## config.mk

```make
export PLATFORM = sky130hd
export DESIGN_NAME = ptw_flat
export DESIGN_NICKNAME = d
export VERILOG_FILES = /design/src/rtl/ptw_if.sv /design/src/rtl/ptw.sv /design/src/flat_wrapper.sv
export SDC_FILE = /design/constraint.sdc
export NUM_CORES = 1
export LEC_CHECK = 0
export CORE_MARGIN = 1
export CORE_UTILIZATION = 44
export CTS_BUF_LIST = sky130_fd_sc_hd__clkbuf_4 sky130_fd_sc_hd__clkbuf_8
export CTS_CLUSTER_DIAMETER = 150
export CTS_CLUSTER_SIZE = 25
export DETAILED_ROUTE_END_ITERATION = 8
export GPL_ROUTABILITY_DRIVEN = 0
export PLACE_DENSITY = 0.89
export SYNTH_ARGS = -nofsm -noshare
export SYNTH_HDL_FRONTEND = slang
export SYNTH_SLANG_ARGS = --single-unit
```

## constraint.sdc

```tcl
create_clock -name clk -period 3.3 [get_ports clk]
set_clock_uncertainty 0.1 [all_clocks]
set_input_delay 0.99 -clock clk [delete_from_list [all_inputs] [get_ports clk]]
set_output_delay 0.99 -clock clk [all_outputs]
set_load 0.03 [all_outputs]
```

## src/rtl/ptw_if.sv

```systemverilog
// Sv39 page-table-walker bus: request/response, PTE memory port, satp/flush, and FSM debug state.
// valid/ready: a request transfers on a rising edge with req_valid & req_ready; resp_valid is a one-cycle pulse; mreq_valid holds with a stable address until mresp_valid is seen.
interface ptw_if;
  logic [63:0] satp;
  logic        req_valid;
  logic [63:0] req_vaddr;
  logic        req_ready;
  logic        resp_valid;
  logic [63:0] resp_paddr;
  logic        resp_fault;
  logic        mreq_valid;
  logic [63:0] mreq_addr;
  logic        mresp_valid;
  logic [63:0] mresp_data;
  logic        flush;
  logic [1:0]  dbg_state;

  modport master (
    output satp, req_valid, req_vaddr, mresp_valid, mresp_data, flush,
    input  req_ready, resp_valid, resp_paddr, resp_fault, mreq_valid, mreq_addr, dbg_state
  );

  modport slave (
    input  satp, req_valid, req_vaddr, mresp_valid, mresp_data, flush,
    output req_ready, resp_valid, resp_paddr, resp_fault, mreq_valid, mreq_addr, dbg_state
  );
endinterface

```

## src/rtl/ptw.sv

```systemverilog
// Sv39 hardware page-table walker (3 levels, 4 KiB pages, 8-byte PTEs), one request at a time.
// Define PTW_TLB_EN to add a single-entry translation cache cleared by flush or reset.
module ptw (
  input  logic clk,
  input  logic reset,
  ptw_if.slave bus
);
  localparam logic [1:0] IDLE      = 2'd0;
  localparam logic [1:0] WALK      = 2'd1;
  localparam logic [1:0] RESP      = 2'd2;
  localparam logic [3:0] MODE_SV39 = 4'd8;

  logic [1:0]  state;
  logic [1:0]  level;
  logic [43:0] base;
  logic [38:0] va;
  logic [63:0] paddr_q;
  logic        fault_q;

  // Leaf translation: low 9*lvl PPN bits come from the virtual address.
  function automatic logic [55:0] leaf_pa(input logic [43:0] ppn, input logic [1:0] lvl,
                                          input logic [29:0] v);
    case (lvl)
      2'd2:    leaf_pa = {ppn[43:18], v[29:0]};
      2'd1:    leaf_pa = {ppn[43:9], v[20:0]};
      default: leaf_pa = {ppn, v[11:0]};
    endcase
  endfunction

  logic req_sv39;
  logic req_canon;
  assign req_sv39  = (bus.satp[63:60] == MODE_SV39);
  assign req_canon = (bus.req_vaddr[63:39] == {25{bus.req_vaddr[38]}});

  logic [63:0] pte;
  logic [43:0] pte_ppn;
  logic        pte_leaf;
  logic        pte_fault;
  assign pte     = bus.mresp_data;
  assign pte_ppn = pte[53:10];

  always_comb begin
    pte_leaf  = pte[1] | pte[3];
    pte_fault = 1'b0;
    if (!pte[0] || (!pte[1] && pte[2])) begin
      pte_fault = 1'b1;
    end else if (pte_leaf) begin
      if (level == 2'd2 && pte_ppn[17:0] != 18'd0) pte_fault = 1'b1;
      if (level == 2'd1 && pte_ppn[8:0] != 9'd0)   pte_fault = 1'b1;
    end else if (level == 2'd0) begin
      pte_fault = 1'b1;
    end
  end

  logic [8:0] vpn_sel;
  always_comb begin
    case (level)
      2'd2:    vpn_sel = va[38:30];
      2'd1:    vpn_sel = va[29:21];
      default: vpn_sel = va[20:12];
    endcase
  end

  logic        tlb_hit;
  logic [55:0] hit_pa;
  logic        unused_bits;

`ifdef PTW_TLB_EN
  logic        tlb_valid;
  logic [15:0] tlb_asid;
  logic [26:0] tlb_vpn;
  logic [1:0]  tlb_level;
  logic [43:0] tlb_ppn;
  logic [15:0] asid_q;
  logic [26:0] req_vpn;
  logic        vpn_match;

  assign req_vpn = bus.req_vaddr[38:12];

  always_comb begin
    case (tlb_level)
      2'd2:    vpn_match = (tlb_vpn[26:18] == req_vpn[26:18]);
      2'd1:    vpn_match = (tlb_vpn[26:9] == req_vpn[26:9]);
      default: vpn_match = (tlb_vpn == req_vpn);
    endcase
    tlb_hit = tlb_valid && req_sv39 && req_canon && (tlb_asid == bus.satp[59:44]) && vpn_match;
  end

  assign hit_pa      = leaf_pa(tlb_ppn, tlb_level, bus.req_vaddr[29:0]);
  assign unused_bits = ^{pte[63:54], pte[9:4]};

  always_ff @(posedge clk) begin
    if (reset) begin
      asid_q <= 16'd0;
    end else if (state == IDLE && bus.req_valid) begin
      asid_q <= bus.satp[59:44];
    end
  end

  // Flush wins over a fill landing in the same cycle.
  always_ff @(posedge clk) begin
    if (reset || bus.flush) begin
      tlb_valid <= 1'b0;
      if (reset) begin
        tlb_asid  <= 16'd0;
        tlb_vpn   <= 27'd0;
        tlb_level <= 2'd0;
        tlb_ppn   <= 44'd0;
      end
    end else if (state == WALK && bus.mresp_valid && pte_leaf && !pte_fault) begin
      tlb_valid <= 1'b1;
      tlb_asid  <= asid_q;
      tlb_vpn   <= va[38:12];
      tlb_level <= level;
      tlb_ppn   <= pte_ppn;
    end
  end
`else
  assign tlb_hit     = 1'b0;
  assign hit_pa      = 56'd0;
  assign unused_bits = ^{pte[63:54], pte[9:4], bus.satp[59:44], bus.flush};
`endif

  always_ff @(posedge clk) begin
    if (reset) begin
      state   <= IDLE;
      level   <= 2'd2;
      base    <= 44'd0;
      va      <= 39'd0;
      paddr_q <= 64'd0;
      fault_q <= 1'b0;
    end else begin
      case (state)
        IDLE: begin
          if (bus.req_valid) begin
            va <= bus.req_vaddr[38:0];
            if (!req_sv39) begin
              paddr_q <= {8'd0, bus.req_vaddr[55:0]};
              fault_q <= 1'b0;
              state   <= RESP;
            end else if (!req_canon) begin
              paddr_q <= 64'd0;
              fault_q <= 1'b1;
              state   <= RESP;
            end else if (tlb_hit) begin
              paddr_q <= {8'd0, hit_pa};
              fault_q <= 1'b0;
              state   <= RESP;
            end else begin
              level <= 2'd2;
              base  <= bus.satp[43:0];
              state <= WALK;
            end
          end
        end
        WALK: begin
          if (bus.mresp_valid) begin
            if (pte_fault) begin
              paddr_q <= 64'd0;
              fault_q <= 1'b1;
              state   <= RESP;
            end else if (pte_leaf) begin
              paddr_q <= {8'd0, leaf_pa(pte_ppn, level, va[29:0])};
              fault_q <= 1'b0;
              state   <= RESP;
            end else begin
              base  <= pte_ppn;
              level <= level - 2'd1;
            end
          end
        end
        RESP: begin
          level <= 2'd2;
          state <= IDLE;
        end
        default: state <= IDLE;
      endcase
    end
  end

  assign bus.req_ready  = (state == IDLE);
  assign bus.resp_valid = (state == RESP);
  assign bus.resp_paddr = paddr_q;
  assign bus.resp_fault = fault_q;
  assign bus.mreq_valid = (state == WALK);
  assign bus.mreq_addr  = (state == WALK) ? {8'd0, base, vpn_sel, 3'b000} : 64'd0;
  assign bus.dbg_state  = state;
endmodule
```

## src/flat_wrapper.sv

```systemverilog
// flat-port wrapper written by rule: the top's interface ports become plain ports
module ptw_flat 
  (clk, reset, bus_satp, bus_req_valid, bus_req_vaddr, bus_mresp_valid, bus_mresp_data, bus_flush, bus_req_ready, bus_resp_valid, bus_resp_paddr, bus_resp_fault, bus_mreq_valid, bus_mreq_addr, bus_dbg_state);
  ptw_if bus_i ();
  input  logic clk;
  input  logic reset;
  input wire logic [$bits(bus_i.satp)-1:0] bus_satp;
  input wire logic [$bits(bus_i.req_valid)-1:0] bus_req_valid;
  input wire logic [$bits(bus_i.req_vaddr)-1:0] bus_req_vaddr;
  input wire logic [$bits(bus_i.mresp_valid)-1:0] bus_mresp_valid;
  input wire logic [$bits(bus_i.mresp_data)-1:0] bus_mresp_data;
  input wire logic [$bits(bus_i.flush)-1:0] bus_flush;
  output wire logic [$bits(bus_i.req_ready)-1:0] bus_req_ready;
  output wire logic [$bits(bus_i.resp_valid)-1:0] bus_resp_valid;
  output wire logic [$bits(bus_i.resp_paddr)-1:0] bus_resp_paddr;
  output wire logic [$bits(bus_i.resp_fault)-1:0] bus_resp_fault;
  output wire logic [$bits(bus_i.mreq_valid)-1:0] bus_mreq_valid;
  output wire logic [$bits(bus_i.mreq_addr)-1:0] bus_mreq_addr;
  output wire logic [$bits(bus_i.dbg_state)-1:0] bus_dbg_state;
  assign bus_i.satp = bus_satp;
  assign bus_i.req_valid = bus_req_valid;
  assign bus_i.req_vaddr = bus_req_vaddr;
  assign bus_i.mresp_valid = bus_mresp_valid;
  assign bus_i.mresp_data = bus_mresp_data;
  assign bus_i.flush = bus_flush;
  assign bus_req_ready = bus_i.req_ready;
  assign bus_resp_valid = bus_i.resp_valid;
  assign bus_resp_paddr = bus_i.resp_paddr;
  assign bus_resp_fault = bus_i.resp_fault;
  assign bus_mreq_valid = bus_i.mreq_valid;
  assign bus_mreq_addr = bus_i.mreq_addr;
  assign bus_dbg_state = bus_i.dbg_state;
  ptw u_core (.clk(clk), .reset(reset), .bus(bus_i));
endmodule
```

==> results.md <==
* WP data arrival at 3440 ps
* Area delta synth->final at 51.6%
* Setup Crit Path Kind: in -> reg
* Fmax at 0.310 GHz
* # H-tree levels at 4
* Rows at 47
* Worst vdd ir at 0.000245 V
* Status: finished, final reports clean
* Share of cells above drive strength 1 at 16.2%
* Starting Density at 44.9%
* Sequential share of power at 44.0%
* Worst min path class: reg -> reg
* EDFF count, synth at 0
* Antenna-violating nets left at 0
* Area leader, netlist: dfxtp_1
* Critical path depth in cells at 10
* WP data required at 3520 ps
* Worst path cell trace: clkdlybuf4s50_1 -> or4_4 -> nor4_4 -> buf_4 -> o22ai_1 -> o31ai_4 -> buf_12 -> buf_16 -> mux2i_2 -> nor2_1
* Hold Crit Start: u_core.va[5]
* Synth warnings at 0
* P_sw at 0.00134 W
* R2R cell count at 10
* CP max-delay cell: or4_4
* Largest net degree at the start of global routing at 76
* Overall power at 0.00435 W
* FF-to-FF End: u_core.base[16]
* Worst-skew pair later-pin latency at 450 ps
* Post-CTS Hold Buffers at 0
* Asr flop ratio synth at 0%
* Logic pwr share at 23.7%
* Cells after DPL at 1396
* Ports at 331
* Ant. Diodes at 0
* Reg2reg start: u_core.level[0]
* Hold path depth at 2
* Final setup fails at 0
* DR vias/cell at 5.52
* Synth top area cells: dfxtp_1 39%, mux2_2 6.6%, nand2_1 6.5%
* Register bit total from synthesis at 144
* Power per Cell Area at 385 mW/mm2
* Synth Flop Type: dfxtp_1
* Register area share after synthesis at 38.7%
* Max_slew headroom at 44.7%
* Max-cap viol count at 0
* Gate Count Post-Synth at 913
* Port bufs at 278
* Wire per inst at 18.3 um
* Pre-antenna DRT Iters at 5
* Final TNS setup at 0 ps
* Commonest cells post-synth: 144 x dfxtp_1, 129 x nand2_1, 116 x nor2_1, 62 x a21oi_1, 62 x clkbuf_1
* Fin Hold WS at 358 ps
* Number of global-route vias before repair at 7612
* P_int at 0.00302 W
* R2R Setup Slk at 190 ps
* Die height at 132 um
* Worst Hold End: u_core.va[5]
* Mapped cell area at 0.00745 mm2
* Filler cells at 1290
* Post-layout net count at 1409
* Routed via count at 7940
* Clock sink total at 144
* DR iter-0 viols at 494
* Non-Filler Instances at 1439
* Register area at 0.00288 mm2
* Initial antenna violation count at 0
* Avg Cell Area, Syn at 8.16 um2
* Delay-heaviest family, CP: buffers and inverters
* Crit share post-route at 97.6%
* Max Slew Vio Count at 0
* Slew at the pin closest to its max-slew limit at 829 ps
* Die Area at 0.0175 mm2
* Root Driver: clkbuf_8
* Worst Path Max Fanout at 7
* Tmin final at 3220 ps
* Crit path launch type: input port
* Clock-pin transition on the worst setup and hold timing paths at 90 ps
* CP max stage delay at 560 ps
* Switching share of total power at 30.7%
* First-pass GRT wire length at 40200 um
* DR DRC count at 0
* CTS Buf Count at 17
* CORE AREA at 0.0166 mm2
* Most frequent cell after synthesis: dfxtp_1
* Area of the multi-input gates at 0.00415 mm2
* Synth top area share at 38.7%
* Clock power frac at 32.3%
* CTS max path bufs at 2
* Die width at 132 um
* Hold Fails Final Rpt at 0
* Worst setup EP type: flip-flop
* Detail Placement HPWL at 18400 um
* Gr usage total at 29.4%
* Yosys cell types at 48
* Crit path buf inv count at 4
* TritonCTS clock tree: built
* Grt total ovfl at 0
* DRT Wirelength at 26300 um
* Leakage at 4.54 nW
==> cell families (layout without fill, tap and decap cells) <==
logic type | Yosys count | in the layout | share of synthesized area [%]
multiplexers | 91 | 91 | 13.0
AND/OR/NAND/NOR | 330 | 330 | 19.8
other | 1 | 19 | 0.0503
adder cells (fa/ha/maj) | 6 | 6 | 1.01
AO/OA/AOI/OAI | 226 | 226 | 19.7
buffers and inverters | 115 | 403 | 7.81
flip-flops | 144 | 144 | 38.7
==> cells in the final DEF, fill, tap and decap left out, types with 4 or more instances in the layout <==
cell and count:
dlygate4sd2_1 14, a31oi_1 28, dfxtp_1 143, a21oi_1 62, mux2i_1 46, a211oi_1 36, nand4_1 4, clkdlybuf4s50_1 236
o21ai_0 33, clkbuf_8 17, inv_1 19, a22oi_1 39, a22o_1 9, nor2_1 116, and2_1 43, nand2_1 129
buf_4 82, mux2_2 44, nor4_1 4, o211a_1 7, buf_12 9, nor3_1 7, buf_16 5, conb_1 19
clkinvlp_4 5
==> worst register-to-register path, cell delays in order (launching register included) <==
cell	delay [ps]
dfxtp_1	360
inv_1	80
ha_1	220
or4_4	550
or3_4	400
a211o_1	340
o31ai_4	290
buf_12	210
buf_16	150
mux2i_2	230
nor2_1	50
==> power by group through the flow <==
stage	combinational (W)	clock, W	sequential [W]
floorplan	0.000361	0	0.00210
global placement	0.000999	0	0.00195
detailed placement	0.00102	0	0.00195
CTS	0.00102	0.00142	0.00191
global route	0.00110	0.00150	0.00193
finish	0.00103	0.00141	0.00191
==> layout make-up <==
class / instances / area share (%)
Multi-Input combinational cell: 672 / 36.7
Clock buffer: 19 / 2.20
Clock inverter: 13 / 1.23
Timing Repair Buffer: 352 / 31.3
Inverter: 19 / 0.631
Tap cell: 220 / 2.44
Sequential cell: 144 / 25.5
==> through the flow <==
step / setup WS (ps) / area [um2] / utilization, %
3_5_place_dp: -496 / 10600 / 64.2
3_3_place_gp: -467 / 10600 / 64.2
2_1_floorplan: 45.5 / 7550 / -
6_report: 79.0 / 11300 / 68.1
4_1_cts: 25.4 / 11200 / 67.5
5_1_grt: -2.71 / 11300 / 68.1
==> layer usage <==
layer | global-route usage (%) | share of wire [%] | vias up
met5 | 0 | 0 | -
met3 | 7.04 | 7.8 | 80
met2 | 48.3 | 47 | 406
met4 | 14.9 | 3.7 | 0
li1 | - | - | 3737
met1 | 35.9 | 41 | 3717
==> worst max-delay path by stage <==
stage,start,end,slack (ps)
6_report,bus_req_vaddr[55],u_core.base[16],80
5_1_grt,bus_req_vaddr[55],u_core.base[38],-3
4_1_cts,bus_mresp_data[3],u_core.base[27],30
3_5_place_dp,bus_mresp_data[3],u_core.base[4],-500
3_3_place_gp,bus_req_vaddr[59],u_core.base[18],-470
2_1_floorplan,u_core.bus.dbg_state[1],bus_mreq_addr[43],50
==> what timing repair did <==
| action | in CTS | in global routing |
|---|---|---|
| buffers inserted | 6 | 0 |
| endpoints found under the setup margin | 52 | 33 |
| pin swaps | 3 | 4 |
| resized for setup | 22 | 6 |
| cloned | 2 | 3 |
==> state kept, by name, summed over array words and instances (netlist names) <==
name,cells
u_core.base,44
u_core.bus.dbg_state,2
u_core.level,2
u_core.bus.resp_fault,1
u_core.bus.resp_paddr,56
u_core.va,39
No activity file was read; power rests on OpenSTA's default activity.
==> patch, RTL diff (config.mk and constraints unchanged) <==
Build with the macro `PTW_TLB_EN` defined.
--- a/src/rtl/ptw.sv
+++ b/src/rtl/ptw.sv
@@ -1,5 +1,7 @@
 // Sv39 hardware page-table walker (3 levels, 4 KiB pages, 8-byte PTEs), one request at a time.
 // Define PTW_TLB_EN to add a single-entry translation cache cleared by flush or reset.
+`define PTW_TLB_EN
+
 module ptw (
   input  logic clk,
   input  logic reset,
Check against the original RTL: same outputs for any inputs over 4 cycles, from zero or initial values and one cycle with reset high; that may be too few to reach the edited logic, so the function may still have changed.
==> patch against the original RTL <==
- register-to-register slack improved by 0.14 ns
- sequential power increased by 79%
- final area increased by 61%
- wire length increased by 76%
- count of clock-buffer cells in the layout increased by 2
- utilization decreased by 3.1 points
- synthesized area increased by 69%
- synthesized cell count increased by 45%
- power increased by 39%
- worst setup slack got worse by 0.045 ns
- sequential cell count increased by 106
- global-route usage increased by 0.18 points
- critical endpoint is now u_core.bus.resp_paddr[8]
==> patch: results (changes against the original RTL) <==
- Area share of fa/ha/maj cells after synthesis: 0.497% (-0.51 points)
- Synth Area in Compound Gates: 20.9% (+1.2 points)
- Dominant cells by area after synthesis: dfxtp_1, edfxtp_1, and2_1
- LEAKAGE: 7.17 nW (+58%)
- FF-to-FF setup slack: 0.33 ns (+0.14 ns)
- First-pass GRT wire length: 66.2 mm (+65%)
- Largest net degree at the start of global routing: 96 (+26%)
- Mux cell area share after synthesis: 3.58% (-9.4 points)
- Initial DRC Count: 1154 (+130%)
- Outcome: complete, no violations
- Worst VDD drop: 225 uV (-8.5%)
- IO buf count: 295 (+6.1%)
- Detail Placement HPWL: 31.3 mm (+71%)
- Critical R2R Launch: u_core.tlb_vpn[18]
- Crit-path max FO: 12 (+5)
- Slew @ Worst Pin: 1.25 ns (+0.421 ns)
- Fraction of layout cells with a size suffix above 1: 20.8% (+4.6 points)
- Synth cell count leaders: dfxtp_1, and2_1, a21oi_1, nand2_1
- Final nets: 1901 (+35%)
- Num CTS Buffers: 13 (-4)
- Critical path origin: bus_req_vaddr[36]
- Reg clk slew, reported paths: 0.14 ns (+0.05 ns)
- Register area share after synthesis: 46.9% (+8.2 points)
- Synth Area in XOR/XNOR: 2.99% (+3.0 points)
- H-tree depth: 1 (-3)
## patch: changes by cell type after synthesis, moves of 27 or more
cell / before / now
xnor2_1: 0 / 38
a31o_2: 1 / 30
and2_1: 46 / 132
a31oi_1: 28 / 1
o21ai_0: 33 / 6
and3_1: 2 / 30
mux2_2: 44 / 0
o211ai_1: 0 / 30
a221oi_2: 0 / 40
nor2_1: 116 / 87
a21oi_1: 62 / 129
clkbuf_1: 62 / 89
nand3_1: 3 / 36
edfxtp_1: 0 / 89
## patch: area by class of cell
cell class	instances	area, sq um
Antenna cell	4	10.0
Multi-Input combinational cell	925	6530
Fill cell	2086	9760
Tap cell	378	473
Inverter	41	154
Timing Repair Buffer	468	4870
Clock buffer	21	239
Sequential cell	250	5910
## patch: through the flow
| stage | std cells | TNS [ns] | util, % | cell area [sq um] | setup slack [ns] |
|---|---|---|---|---|---|
| floorplan | 1346 | -176.34 | - | 12700 | -1.98 |
| global placement | 2039 | -165.64 | 61.0 | 17000 | -1.11 |
| detailed placement | 2039 | -165.67 | 61.0 | 17000 | -1.06 |
| CTS | 2069 | 0 | 63.1 | 17600 | 0.00169 |
| global route | 2086 | -0.0878 | 65.1 | 18200 | -0.0154 |
| finish | 2087 | 0 | 65.1 | 18200 | 0.0336 |
## patch: power by group through the flow
stage | clock [mW] | combinational, mW | sequential [mW]
after CTS | 1.43 | 1.18 | 3.41
after global placement | 0 | 1.12 | 3.46
after global routing | 1.53 | 1.29 | 3.42
after floorplan | 0 | 0.441 | 3.55
after detailed placement | 0 | 1.15 | 3.47
final | 1.43 | 1.22 | 3.41
## patch: worst min-delay path by stage
stage	endpoint	slack, ns	depth (start not counted)
2_1_floorplan	u_core.asid_q[0]	0.33	2
3_3_place_gp	u_core.asid_q[6]	0.34	2
3_5_place_dp	u_core.asid_q[5]	0.34	2
4_1_cts	u_core.asid_q[5]	0.36	2
5_1_grt	u_core.asid_q[8]	0.38	2
6_report	u_core.asid_q[6]	0.36	2
## patch: what timing repair did
action | CTS | global route
gates resized for setup | 94 | 77
setup endpoints to repair | 244 | 192
hold buffers | 0 | 0
setup buffers | 5 | 6
pin swaps | 13 | 23
gates cloned | 4 | 8
## patch: kinds of logic after synthesis
logic type	count (synthesis)
multiplexers	45
buffers and inverters	171
adder cells (fa/ha/maj)	5
XOR/XNOR	43
other	1
AND/OR/NAND/NOR	476
AO/OA/AOI/OAI	337
flip-flops	250
## patch: worst max-delay path, delay by kind of cell
family                 cells  cell delay, ns
AND/OR/NAND/NOR            3            1.03
buffers and inverters      4            0.91
XOR/XNOR                   1            0.17
AO/OA/AOI/OAI              3            0.50
## patch: metal layers
metal  GRT usage [%]  part of all wire [%]  up-vias
li1                -                     -     5485
met3            5.78                    10      178
met4            16.8                   5.6        2
met5               0                 0.028        -
met2            49.5                    47      808
met1            35.5                    37     5869
